===== src/rtl/vote_collector_if.sv =====
// Vote handshake bundle for vote_collector.
// The voter side (master) offers votes. The collector (slave) returns vote_ready.
interface vote_collector_if;
    logic       vote_valid;
    logic [1:0] vote_id;
    logic       vote_val;
    logic       vote_ready;

    modport master (
        output vote_valid,
        output vote_id,
        output vote_val,
        input  vote_ready
    );

    modport slave (
        input  vote_valid,
        input  vote_id,
        input  vote_val,
        output vote_ready
    );
endinterface


===== src/rtl/vote_collector.sv =====
// vote_collector: collects one ballot per voter (4 voters) in a session and registers the
// one-hot {pass,tie,fail} majority decision.
// Optional feature macro: VOTE_TIMEOUT_EN. When it is defined, a session timer forces the
// session closed after TIMEOUT_CYC cycles in COLLECT. When it is undefined, a session only
// closes once all four voters have cast a vote.
module vote_collector #(
    parameter int TIMEOUT_CYC = 16,
    parameter int TMR_W       = 5
) (
    input  logic                   clk,
    input  logic                   rst,
    input  logic                   start,
    vote_collector_if.slave        vote,
    output logic [3:0]             ballot,
    output logic [3:0]             cast_mask,
    output logic [2:0]             result,
    output logic                   result_valid,
    output logic                   busy,
    output logic                   dup_err
);

    typedef enum logic [1:0] {IDLE, COLLECT, DECIDE, DONE} state_t;

    state_t     state_reg;
    logic [3:0] ballot_reg;
    logic [3:0] cast_mask_reg;
    logic [2:0] result_reg;
    logic       result_valid_reg;
    logic       busy_reg;
    logic       dup_err_reg;
    logic       vote_ready_reg;

    logic [3:0] vote_sel;
    logic [3:0] ballot_next;
    logic [3:0] cast_mask_next;
    logic       accept;
    logic       dup_hit;
    logic       timeout_hit;
    logic [2:0] yes_cnt;

    // vote_ready is only ever high in COLLECT, so this also gates out votes in other states
    assign accept  = vote.vote_valid && vote_ready_reg;
    assign dup_hit = accept && ((vote_sel & cast_mask_reg) != 4'b0000);

    // Per-voter decode: a first vote records the value, a repeat vote leaves it unchanged
    for (genvar gi = 0; gi < 4; gi++) begin : g_voter
        assign vote_sel[gi]       = (vote.vote_id == 2'(gi));
        assign ballot_next[gi]    = (accept && vote_sel[gi] && !cast_mask_reg[gi])
                                    ? vote.vote_val : ballot_reg[gi];
        assign cast_mask_next[gi] = cast_mask_reg[gi] | (accept & vote_sel[gi]);
    end

    // Yes-vote count of the closed ballot; uncast voters are already 0
    always_comb begin
        yes_cnt = 3'd0;
        for (int i = 0; i < 4; i++) begin
            yes_cnt = yes_cnt + {2'b00, ballot_reg[i]};
        end
    end

`ifdef VOTE_TIMEOUT_EN
    logic [TMR_W-1:0] timer_reg;

    assign timeout_hit = (timer_reg == TMR_W'(TIMEOUT_CYC - 1));

    // Session timer: cleared when a session opens, counts every COLLECT cycle
    always_ff @(posedge clk or posedge rst) begin
        if (rst) begin
            timer_reg <= '0;
        end else if ((state_reg == IDLE || state_reg == DONE) && start) begin
            timer_reg <= '0;
        end else if (state_reg == COLLECT) begin
            timer_reg <= timer_reg + 1'b1;
        end
    end
`else
    assign timeout_hit = 1'b0;
`endif

    // Session FSM with registered outputs
    always_ff @(posedge clk or posedge rst) begin
        if (rst) begin
            state_reg        <= IDLE;
            ballot_reg       <= 4'b0000;
            cast_mask_reg    <= 4'b0000;
            result_reg       <= 3'b000;
            result_valid_reg <= 1'b0;
            busy_reg         <= 1'b0;
            dup_err_reg      <= 1'b0;
            vote_ready_reg   <= 1'b0;
        end else begin
            dup_err_reg <= 1'b0;
            case (state_reg)
                IDLE, DONE: begin
                    if (start) begin
                        state_reg        <= COLLECT;
                        ballot_reg       <= 4'b0000;
                        cast_mask_reg    <= 4'b0000;
                        result_reg       <= 3'b000;
                        result_valid_reg <= 1'b0;
                        busy_reg         <= 1'b1;
                        vote_ready_reg   <= 1'b1;
                    end
                end
                COLLECT: begin
                    ballot_reg    <= ballot_next;
                    cast_mask_reg <= cast_mask_next;
                    dup_err_reg   <= dup_hit;
                    // A vote landing in the timeout cycle is still captured above
                    if (cast_mask_next == 4'b1111 || timeout_hit) begin
                        state_reg      <= DECIDE;
                        vote_ready_reg <= 1'b0;
                    end
                end
                DECIDE: begin
                    state_reg        <= DONE;
                    busy_reg         <= 1'b0;
                    result_valid_reg <= 1'b1;
                    if (yes_cnt >= 3'd3) begin
                        result_reg <= 3'b100;
                    end else if (yes_cnt == 3'd2) begin
                        result_reg <= 3'b010;
                    end else begin
                        result_reg <= 3'b001;
                    end
                end
                default: begin
                    state_reg <= IDLE;
                end
            endcase
        end
    end

    assign vote.vote_ready = vote_ready_reg;
    assign ballot          = ballot_reg;
    assign cast_mask       = cast_mask_reg;
    assign result          = result_reg;
    assign result_valid    = result_valid_reg;
    assign busy            = busy_reg;
    assign dup_err         = dup_err_reg;

endmodule


===== src/flat_wrapper.sv =====
// flat-port wrapper written by rule: the top's interface ports become plain ports
module vote_collector_flat 
#(
    parameter int TIMEOUT_CYC = 16,
    parameter int TMR_W       = 5
)
  (clk, rst, start, ballot, cast_mask, result, result_valid, busy, dup_err, vote_vote_valid, vote_vote_id, vote_vote_val, vote_vote_ready);
  vote_collector_if vote_i ();
  input  logic clk;
  input  logic rst;
  input  logic start;
  output logic [3:0] ballot;
  output logic [3:0] cast_mask;
  output logic [2:0] result;
  output logic result_valid;
  output logic busy;
  output logic dup_err;
  input wire logic [$bits(vote_i.vote_valid)-1:0] vote_vote_valid;
  input wire logic [$bits(vote_i.vote_id)-1:0] vote_vote_id;
  input wire logic [$bits(vote_i.vote_val)-1:0] vote_vote_val;
  output wire logic [$bits(vote_i.vote_ready)-1:0] vote_vote_ready;
  assign vote_i.vote_valid = vote_vote_valid;
  assign vote_i.vote_id = vote_vote_id;
  assign vote_i.vote_val = vote_vote_val;
  assign vote_vote_ready = vote_i.vote_ready;
  vote_collector #(.TIMEOUT_CYC(TIMEOUT_CYC), .TMR_W(TMR_W)) u_core (.clk(clk), .rst(rst), .start(start), .vote(vote_i), .ballot(ballot), .cast_mask(cast_mask), .result(result), .result_valid(result_valid), .busy(busy), .dup_err(dup_err));
endmodule

===== config.mk =====
export PLATFORM = sky130hd
export DESIGN_NAME = vote_collector_flat
export DESIGN_NICKNAME = d
export VERILOG_FILES = /design/src/rtl/vote_collector_if.sv /design/src/rtl/vote_collector.sv /design/src/flat_wrapper.sv
export SDC_FILE = /design/constraint.sdc
export NUM_CORES = 1
export LEC_CHECK = 0
export CORE_AREA = 4 4 52 54
export DETAILED_ROUTE_END_ITERATION = 10
export DIE_AREA = 0 0 56 58
export PLACE_DENSITY = 0.79
export REMOVE_ABC_BUFFERS = 1
export SLEW_MARGIN = 20
export SYNTH_ARGS = -nofsm -noshare
export SYNTH_HDL_FRONTEND = slang
export SYNTH_SLANG_ARGS = --single-unit
export TNS_END_PERCENT = 1

===== constraint.sdc =====
create_clock -name clk -period 3.15 [get_ports clk]
set_input_delay 0.63 -clock clk [delete_from_list [all_inputs] [get_ports clk]]
set_output_delay 0.63 -clock clk [all_outputs]
set_load 0.02 [all_outputs]

==> reports/results.txt <==
The number of instances on the worst hold path works out to 1. The die outline width works out to 56 µm. In this run the critical register-to-register path is captured at u_core.ballot[0].

The Yosys step of the flow raised 0 warnings. The startpoint identified for the worst hold timing path is u_core.busy. met2 is the most crowded layer. For this run, the post-layout net count is 149.

TritonCTS built the clock tree. The die is 58 µm tall. The synthesized instance count came out at 114.

Max-cap violations in this run came to 0. Across every metal layer, demand over resource in global routing totals 17.13%. The run finished with clean final reports.

Measured against its own limit, the worst slew margin works out to 53.58%. For the number of placement rows, the log shows 17. Walking the worst path, the cells encountered are clkdlybuf4s50_1.

The tools report the leakage power summed over all cells as 0.5735 nW. Setup repair after global routing left no endpoint under its margin. For this design the ratio of total power to cell area is 742.7 nW/µm². In the global route stage, met1 resource usage came out at 19.86%. The tools report the post-synthesis instance area as 1079 µm². The tools report the clock insertion delay at the later pin of the skew report as 0.30 ns. The post-route fraction of the period consumed by the critical path works out to 67.45%. Measured in cells, the most critical reg-to-reg path has a length of 5. The post-cts hold buffer count was 0.

In the routed layout, each cell is associated on average with a via count of 6.092. STA classifies the critical path endpoint as an output pin. Summing the sequential cell areas from Yosys gives 39.44% of the chip area.

The number of endpoints failing setup at the final stage was 0. Final count of pins violating max slew: 0. 0 antenna diodes ended up in the layout.

The average routed wire per standard cell is 15.74 µm. The run gives 23 as the largest net degree at the start of global routing. The worst setup path is of the reg2out kind. The logs give 0 for the initial antenna violation count and 40 for the number of unique standard cell types used by synthesis. The worst path in the final design needs a cycle of 2.125 ns, including I/O delays and setup. Number of instances resized during post-cts repair: 0. The worst path meets setup with 1.025 ns of slack. After clock tree synthesis, the clock-pin slew on the worst setup and hold paths is 0.10 ns. The number of design rule violations left after detail routing is 0, and the area of the placeable core is 2212 µm². For the achievable frequency, the log shows 470.6 MHz. The worst-case IR drop observed on VDD is 0.5162 mV.

The run gives 2.52 ns as the required time of the critical path. Synthesis inferred 17 register bits. Of all nets on the critical path, the largest fanout is 9.

Global routing used 30.88% of the available met2 tracks. OpenSTA, run right after detailed placement, puts the worst setup slack at 0.8114 ns. Input and output buffers added on the ports amount to 21.

The detailed placement HPWL is 1914 µm. For the largest buffer count on any clock path, the log shows 2. The mean area per synthesized cell is 9.461 µm², and the register-to-register setup slack is 1.20 ns. The first global-routing pass estimated 4374 µm of wire. On the critical path, the stage with the largest delay is an instance of sky130_fd_sc_hd__clkdlybuf4s50_1.

The area growth from synthesis to layout came out at 23.32%. Between clock sinks in the finished design, the worst skew comes to 0.005402 ns. TritonCTS created 3 clock buffers.

The final layout contains routed wiring with a total length of 2565 µm. Post-CTS timing repair inserted 0 buffers for setup. Cells with a size suffix above 1 make up 8.889% of the layout. At the pin with the least slew margin, the transition time is 0.6962 ns. For this block, the initial DRC count from the detailed router was 18. Routability-driven placement finished with a final weighted congestion of 0.8034. The H-tree depth is 1. The logs give 993 for the via total after detailed routing and 17 for the CTS sink count. The number of buffers and inverters on the critical path was 1. On the worst path, the slowest cell contributes a delay of 0.67 ns. STA classifies the critical path startpoint as a flip-flop.

On the critical path the largest part of the delay comes from buffers and inverters. The startpoint identified for the worst register-to-register timing path is u_core.state_reg[1]. In this run the count of I/O pins placed on the die edge is 22.

Total congestion overflow after global routing: 0. The total power consumption of the routed design is 0.0009878 W. The run gives 3248 µm² as the area of the die. The worst hold path terminates at u_core.busy. CTS placed an instance of sky130_fd_sc_hd__clkbuf_4 at the clock tree root. The first TritonRoute pass finished after 4 iterations. At the worst endpoint, the arrival time is 1.49 ns. Summed over all failing endpoints, the final setup total negative slack is 0 ns. In the global route stage, met3 resource usage came out at 2.673%. For the number of antenna-violating nets in the routed design, the log shows 0. The initial utilization of the core area, before any placement, comes to 48.76%.

The path category of the worst min-delay check was reg2reg. The total count of hold-check failures in the final report came out at 0. The run gives 967 as the number of global-route vias before repair.
==> per-layer routing <==
layer	share of wire, %	wire length (µm)
met1	42	1077
met2	51	1315
met3	3.6	92
met4	3.0	78
met5	0	0
==> worst max path at each step <==
stage | from | slack, ns | to | depth (start not counted)
detailed placement | vote_vote_id[0] | 0.81 | u_core.vote.vote_ready | 5
CTS | u_core.cast_mask[2] | 1.03 | cast_mask[2] | 1
global route | u_core.cast_mask[2] | 0.96 | cast_mask[2] | 1
finish | u_core.cast_mask[1] | 1.03 | cast_mask[1] | 1
global placement | vote_vote_id[0] | 0.88 | u_core.vote.vote_ready | 5
floorplan | u_core.ballot[0] | 1.38 | u_core.result[1] | 7
==> cell families (layout without fill, tap and decap cells) <==
| kind of cell | count (synthesis) | after routing | share of synthesized area, % |
|---|---|---|---|
| AOI/OAI and AO/OA | 37 | 37 | 25.06 |
| adders and majority gates | 6 | 6 | 7.657 |
| buffers and inverters | 15 | 36 | 5.685 |
| DFF | 17 | 17 | 39.44 |
| muxes | 4 | 4 | 4.988 |
| and+or+nand+nor | 35 | 35 | 17.17 |
==> synth_stat cells <==
library cell / number / share of area [%]
sky130_fd_sc_hd__a21oi_1: 10 / 4.6
sky130_fd_sc_hd__o32ai_1: 4 / 3.2
sky130_fd_sc_hd__nand3b_1: 1 / 0.70
sky130_fd_sc_hd__nand3_2: 1 / 0.93
sky130_fd_sc_hd__a311oi_2: 1 / 1.4
sky130_fd_sc_hd__nor2_1: 9 / 3.1
sky130_fd_sc_hd__a2111oi_2: 1 / 1.4
sky130_fd_sc_hd__o211ai_1: 1 / 0.70
sky130_fd_sc_hd__o22ai_1: 1 / 0.58
sky130_fd_sc_hd__a21o_1: 1 / 0.70
sky130_fd_sc_hd__buf_4: 1 / 0.70
sky130_fd_sc_hd__mux2_2: 1 / 1.0
sky130_fd_sc_hd__o31ai_1: 1 / 0.70
sky130_fd_sc_hd__nand4b_1: 2 / 1.6
sky130_fd_sc_hd__o21ba_2: 1 / 0.93
sky130_fd_sc_hd__buf_2: 1 / 0.46
sky130_fd_sc_hd__a211o_1: 3 / 2.4
sky130_fd_sc_hd__nor2b_1: 1 / 0.58
sky130_fd_sc_hd__a31oi_1: 3 / 1.7
sky130_fd_sc_hd__nand2b_1: 1 / 0.58
sky130_fd_sc_hd__o21ai_2: 1 / 0.81
sky130_fd_sc_hd__dfrtp_1: 17 / 39
sky130_fd_sc_hd__o21a_1: 1 / 0.70
sky130_fd_sc_hd__o21ai_0: 5 / 2.3
sky130_fd_sc_hd__o211a_1: 1 / 0.93
sky130_fd_sc_hd__a32o_1: 1 / 0.93
sky130_fd_sc_hd__nand3_1: 2 / 0.93
sky130_fd_sc_hd__nor3_1: 4 / 1.9
sky130_fd_sc_hd__inv_1: 11 / 3.8
sky130_fd_sc_hd__nand2_1: 9 / 3.1
sky130_fd_sc_hd__clkbuf_1: 2 / 0.70
sky130_fd_sc_hd__ha_1: 5 / 5.8
sky130_fd_sc_hd__fa_1: 1 / 1.9
sky130_fd_sc_hd__nand4_1: 2 / 1.2
sky130_fd_sc_hd__a221o_1: 1 / 0.93
sky130_fd_sc_hd__and4b_1: 1 / 0.93
sky130_fd_sc_hd__and3_2: 1 / 0.70
sky130_fd_sc_hd__mux2i_1: 2 / 1.9
sky130_fd_sc_hd__mux4_2: 1 / 2.1
sky130_fd_sc_hd__and4_2: 1 / 0.93
==> area by class of cell <==
| cell class | count | area (µm²) |
|---|---|---|
| clock buffers | 4 | 26.28 |
| fillers | 200 | 882.1 |
| inverters | 11 | 41.29 |
| multi-input cells | 82 | 591.8 |
| flip-flops and latches | 17 | 425.4 |
| well taps | 28 | 35.03 |
| repair buffers | 21 | 210.2 |
==> power by group <==
group / internal, W / total [W] / switching, W
Sequential: 0.000271 / 0.000319 / 0.0000477
Combinational: 0.000221 / 0.000547 / 0.000326
Clock: 0.0000494 / 0.000122 / 0.0000728
==> placed cells by master (no fill, tap or decap), types with 2 or more instances in the layout <==
| cell type | instances |
|---|---|
| sky130_fd_sc_hd__o21ai_0 | 5 |
| sky130_fd_sc_hd__a21oi_1 | 10 |
| sky130_fd_sc_hd__a211o_1 | 3 |
| sky130_fd_sc_hd__o32ai_1 | 4 |
| sky130_fd_sc_hd__nand4_1 | 2 |
| sky130_fd_sc_hd__ha_1 | 5 |
| sky130_fd_sc_hd__clkdlybuf4s50_1 | 21 |
| sky130_fd_sc_hd__mux2i_1 | 2 |
| sky130_fd_sc_hd__a31oi_1 | 3 |
| sky130_fd_sc_hd__nor3_1 | 4 |
| sky130_fd_sc_hd__nand2_1 | 9 |
| sky130_fd_sc_hd__clkbuf_4 | 3 |
| sky130_fd_sc_hd__nor2_1 | 9 |
| sky130_fd_sc_hd__nand3_1 | 2 |
| sky130_fd_sc_hd__dfrtp_1 | 17 |
| sky130_fd_sc_hd__nand4b_1 | 2 |
| sky130_fd_sc_hd__inv_1 | 11 |
==> stage by stage <==
stage	hold WS (ns)	instances	util, %	cell area [µm²]
2_1_floorplan	0.5352	110	-	1059
3_3_place_gp	0.4601	159	58.94	1304
3_5_place_dp	0.4748	159	58.94	1304
4_1_cts	0.5001	163	60.12	1330
5_1_grt	0.5242	163	60.12	1330
6_report	0.4925	163	60.12	1330
No activity file was read; power rests on OpenSTA's default activity.
